$ cat config.mk
export PLATFORM = sky130hd
export DESIGN_NAME = irq_controller
export DESIGN_NICKNAME = d
export VERILOG_FILES = /design/src/rtl/irq_controller.sv
export SDC_FILE = /design/constraint.sdc
export NUM_CORES = 1
export LEC_CHECK = 0
export CAP_MARGIN = 20
export CORE_ASPECT_RATIO = 1.75
export CORE_MARGIN = 2
export CORE_UTILIZATION = 36
export DETAILED_ROUTE_END_ITERATION = 10
export PLACE_DENSITY = 0.93
export SETUP_SLACK_MARGIN = 0.5
export SLEW_MARGIN = 20
export SYNTH_ARGS = -nofsm -noshare
export SYNTH_HDL_FRONTEND = slang
export SYNTH_SLANG_ARGS = --single-unit
$ cat constraint.sdc
create_clock -name clk -period 3.1 [get_ports clk]
set_input_delay 0.465 -clock clk [delete_from_list [all_inputs] [get_ports clk]]
set_output_delay 0.465 -clock clk [all_outputs]
set_load 0.02 [all_outputs]
$ cat src/rtl/irq_controller.sv
// irq_controller
//   Level-to-edge interrupt controller with a pending register, an enable mask
//   and a single-level (non-nesting) request/acknowledge state machine.
//
// Ports
//   clk         system clock, all state updates on the rising edge
//   reset       synchronous active-high reset
//   MemWrite    bus write strobe for the register selected by address
//   address     register select: 0 PEND, 1 MASK, 2 STATUS, 3 EOI
//   write_data  bus write data
//   read_data   combinational read of the selected register
//   irq_in      level interrupt sources (bit 0 is the timer line)
//   cpu_irq     registered interrupt request to the CPU
//   cpu_ack     one-cycle acknowledge from the CPU (exception entry)
//   irq_id      registered index of the requested or in-service source
//
// Handshake: cpu_irq acts as "valid" and cpu_ack as "ready". A request is
// transferred on the edge where cpu_irq=1 and cpu_ack=1; until then cpu_irq
// and irq_id stay stable unless the request is withdrawn because its
// pending/enable bits dropped. cpu_ack outside a request is ignored.
//
// The FSM state is observable through the STATUS register (bits [4:3]).

module irq_controller #(
    parameter int N_SRC = 4
) (
    input  logic             clk,
    input  logic             reset,
    input  logic             MemWrite,
    input  logic [1:0]       address,
    input  logic [31:0]      write_data,
    output logic [31:0]      read_data,
    input  logic [N_SRC-1:0] irq_in,
    output logic             cpu_irq,
    input  logic             cpu_ack,
    output logic [1:0]       irq_id
);

    typedef enum logic [1:0] {
        IDLE    = 2'd0,
        REQ     = 2'd1,
        SERVICE = 2'd2,
        UNUSED  = 2'd3
    } state_t;

    state_t            state_q, state_d;
    logic [N_SRC-1:0]  prev_q;
    logic [N_SRC-1:0]  pend_q, pend_d;
    logic [N_SRC-1:0]  mask_q;
    logic [N_SRC-1:0]  rise;
    logic [N_SRC-1:0]  active;
    logic [N_SRC-1:0]  id_onehot;
    logic [1:0]        first_id;
    logic [1:0]        irq_id_d;
    logic              cpu_irq_d;
    logic              ack_clear;
    logic              pend_wr, mask_wr, eoi_wr;

    // Upper write_data bits have no storage behind them.
    logic unused_wdata;
    assign unused_wdata = ^write_data[31:N_SRC];

    assign pend_wr = MemWrite && (address == 2'd0);
    assign mask_wr = MemWrite && (address == 2'd1);
    assign eoi_wr  = MemWrite && (address == 2'd3);

    assign rise   = irq_in & ~prev_q;
    assign active = pend_q & mask_q;

    // Lowest set index of active wins (source 0 is highest priority).
    always_comb begin
        first_id = 2'd0;
        for (int i = N_SRC - 1; i >= 0; i--) begin
            if (active[i]) first_id = 2'(i);
        end
    end

    // One-hot decode of the current irq_id, used for withdrawal and ack clear.
    always_comb begin
        id_onehot = '0;
        for (int i = 0; i < N_SRC; i++) begin
            id_onehot[i] = (irq_id == 2'(i));
        end
    end

    // Next-state and registered-output logic.
    always_comb begin
        state_d   = state_q;
        cpu_irq_d = cpu_irq;
        irq_id_d  = irq_id;
        ack_clear = 1'b0;
        case (state_q)
            IDLE: begin
                cpu_irq_d = 1'b0;
                if (|active) begin
                    state_d   = REQ;
                    cpu_irq_d = 1'b1;
                    irq_id_d  = first_id;
                end
            end
            REQ: begin
                // Acknowledge beats withdrawal when both happen together.
                if (cpu_ack) begin
                    state_d   = SERVICE;
                    cpu_irq_d = 1'b0;
                    ack_clear = 1'b1;
                end else if (!(|(active & id_onehot))) begin
                    state_d   = IDLE;
                    cpu_irq_d = 1'b0;
                end
            end
            SERVICE: begin
                cpu_irq_d = 1'b0;
                if (eoi_wr) state_d = IDLE;
            end
            default: begin
                state_d   = IDLE;
                cpu_irq_d = 1'b0;
            end
        endcase
    end

    // Pending update: W1C and ack clear first, then a new edge re-sets the bit,
    // so a same-cycle rise always survives.
    always_comb begin
        pend_d = pend_q;
        if (pend_wr)   pend_d = pend_d & ~write_data[N_SRC-1:0];
        if (ack_clear) pend_d = pend_d & ~id_onehot;
        pend_d = pend_d | rise;
    end

    always_ff @(posedge clk) begin
        // Tracks irq_in even in reset so a line high at release makes no edge.
        prev_q <= irq_in;
        if (reset) begin
            pend_q  <= '0;
            mask_q  <= '0;
            state_q <= IDLE;
            cpu_irq <= 1'b0;
            irq_id  <= 2'd0;
        end else begin
            pend_q  <= pend_d;
            if (mask_wr) mask_q <= write_data[N_SRC-1:0];
            state_q <= state_d;
            cpu_irq <= cpu_irq_d;
            irq_id  <= irq_id_d;
        end
    end

    always_comb begin
        read_data = 32'd0;
        case (address)
            2'd0:    read_data = 32'(pend_q);
            2'd1:    read_data = 32'(mask_q);
            2'd2:    read_data = {27'd0, state_q, 1'b0, irq_id};
            default: read_data = 32'd0;
        endcase
    end

endmodule

==> metrics.yaml <==
finish:
  layout-area-overhead-vs-synth_pct: 17.40
  insertedDiodeCount: 0
  mostFrequentLayoutCell: "conb_1"
  final_cell_mix: "27 x conb_1, 19 x clkdlybuf4s50_1, 17 x dfxtp_1"
  drive_above_1_share_pct: 6.667
  num-nets-final: 178
  finalInstanceArea_um2: 1165
pwr:
  clkPwrFrac_pct: 33.6
  p_switching_uw: 134.2
  leakagePower_uw: 0.0004838
  p_per_area_nw_per_um2: 414.3
  cellInternalPower_uw: 348.4
  comb_power_share_pct: 17.6
  switching_share_of_power_pct: 27.81
  worst_ir_drop_vdd_mv: 0.2768
  p_seq_share_pct: 48.9
global_routing:
  grt_use_met3_pct: 2.703
  top_usage_layer: "met2"
  grt-ovfl-total: 0
  largest_net_degree_at_the_start_of_global_routing: 15
  grt_util_met1_pct: 11.95
  antenna_found_initial: 0
  gr-usage-met2_pct: 22.55
  grt_pass1_wl_um: 2946
  grt.total_usage_pct: 12.35
  grt_pass1_vias: 709
timing:
  setup_viol: 0
  final_hold_fails: 0
  timing.final.max_slew_violations: 0
  worst_slew_pin_slew_ps: 543.6
  fin_crit_sh_pct: 70.90
  fin_worst_hold_slack_ps: 454.6
  min_period_ps: 2198
  unrepaired_setup_endpoints_after_global_routing: "false"
  setup-tns-final_ps: 0
  max-slew-margin-rel_pct: 63.65
  finClkSkew_ps: 4.231
  fmaxAchievable_ghz: 0.4550
  timing.final.ws_setup_ps: 902.2
synthesis:
  synthDominantAreaCellType: "dfxtp_1"
  synth.mux.area_fraction_pct: 8.071
  syn_area_um2: 992.2
  dominant_combinational_cell_family_by_area_after_synthesis: "buffers and inverters"
  main_synth_ff_type: "dfxtp_1"
  postSynth.asyncResetShare_pct: 0
  netlist_instances: 114
  count_of_different_cell_masters_after_synthesis: 29
  post_synth_xor_area_fraction_pct: 0
  yosysSeqAreaShare_pct: 34.30
  post_synth_fa_ha_maj_area_fraction_pct: 0
  postSynthRegisterBits: 17
  post-synth-top-area-fraction_pct: 34.30
  yosys_warnings: 0
  synth_compound_area_share_pct: 16.27
  number_of_enable_type_register_cells_in_the_synthesized_netlist: 0
  syn_avg_cell_area_um2: 8.704
  yosys.area_share.simple_pct: 17.78
  synth_top_cells_by_area: "dfxtp_1 34%, buf_4 20%, mux2i_1 8.1%"
cts:
  cts-root-to-sink-buffers: 2
  tritoncts_num_sinks: 17
  cts_tree: "yes"
  clock_tree_root: "clkbuf_8"
  h-tree-depth: 1
  worst_setup_hold_path_clk_slew_ps: 60
  cts_hold_repair.buffers: 0
  cts_inserted_buffers: 3
  insertion_delay_ps: 250
setup_path:
  critical_path.max_fanout: 8
  worstSetupStartpointType: "input port"
  cp_data_required_time_ps: 2630
  path_cells: "dlymetal6s2s_1 > mux2i_1 > o21ai_0 > clkdlybuf4s50_1"
  worst_ep_arrival_time_ps: 1730
  crit_path_top_delay_cell: "clkdlybuf4s50_1"
  end_kind: "primary output"
  cp_slowest_stage_delay_ps: 620
  r2r.worst_path.cells: 3
  worst-setup-path-type: "in2out"
floorplan:
  core_area_um2: 2659
  die_height_um: 73.45
  pin_count: 77
  dieArea_um2: 3209
  core.rowCount: 25
  fp.dieW_um: 43.69
  start_util_pct: 37.32
route:
  drc: 0
  route.detailed.vias_per_inst: 4.790
  drtIter0Drc: 15
  routed_wl_um: 1850
  wire_per_inst_um: 11.42
  ant_nets: 0
  dr.pass1.iters: 4
  detailroute.via_count: 776
place:
  detailed_place_hpwl_um: 1504
  post-place-ws_ps: 454.6
  place_area_um2: 1111
  gpl.final_weighted_congestion: 0.8303
  io_buffers: 21
hold_path:
  min_delay_path_depth: 2
  hold_class: "reg2reg"
outcome:
  outcome: "finished clean"
flow_run:
  cap_violations: 0
## layout make-up
cell class	count	area, µm²
Clock buffer	3	41.29
Clock inverter	1	5.005
Fill cell	263	1494
Inverter	2	7.507
Multi-Input combinational cell	91	521.8
Sequential cell	17	340.3
Tap cell	27	33.78
Timing Repair Buffer	21	215.2
## registers in the layout, summed over array words and instances, names as in the netlist
name / count
mask_q: 4
pend_q: 4
prev_q: 4
irq_id: 2
state_q: 2
cpu_irq: 1
## power by group through the flow
stage	clock [µW]	sequential (µW)	combinational [µW]
after floorplan	0	239	81.7
after CTS	168	236	84.7
after detailed placement	0	240	84.4
after global routing	178	237	92.2
final	162	236	84.8
after global placement	0	240	83.0
## layer usage
layer  vias to the layer above  routed length (µm)
li1                        382                   -
met1                       355                 652
met2                        35                1038
met3                         4                 115
met4                         0                  44
met5                         -                   0
## cell families (layout without fill, tap and decap cells)
group / Yosys count / in the layout
AOI/OAI and AO/OA: 24 / 24
buffers and inverters: 32 / 27
DFF: 17 / 17
muxes: 8 / 8
other: 1 / 27
and+or+nand+nor: 32 / 32
## timing repair
action | in CTS | in global routing
pin swaps | 0 | 0
resized for setup | 1 | 2
setup endpoints to repair | 4 | 4
setup buffers | 0 | 0
## worst max-delay path, delay by kind of cell
family | cells | cell delay, ps
buf+inv | 2 | 970
mux | 1 | 140
compound gates | 1 | 150
## final timing paths
path | startpoint | endpoint | slack, ps
worst max register to register | irq_id[1] | pend_q[2] | 1890
worst min-delay path | cpu_irq | cpu_irq | 450
worst max-delay path | address[0] | read_data[0] | 900
worst min register to register | cpu_irq | cpu_irq | 450
## synth_stat cells, types with 2 or more instances
cell type  instances
nand3_1            3
buf_4             27
nand2b_1           4
o311ai_0           2
a21oi_1            6
o21ai_0            5
inv_1              2
nand3b_1           3
o211ai_1           4
dfxtp_1           17
a22o_1             2
mux2i_1            8
nor2_1             6
nand2_1           10
## through the flow
step / utilization (%) / instances / power (µW)
final: 43.81 / 162 / 482.6
after global routing: 43.81 / 162 / 506.8
after CTS: 43.62 / 162 / 488.8
after detailed placement: 41.79 / 158 / 324.8
after global placement: 41.79 / 158 / 323.0
after floorplan: - / 140 / 320.8
Power figures use the tool's default switching activity.
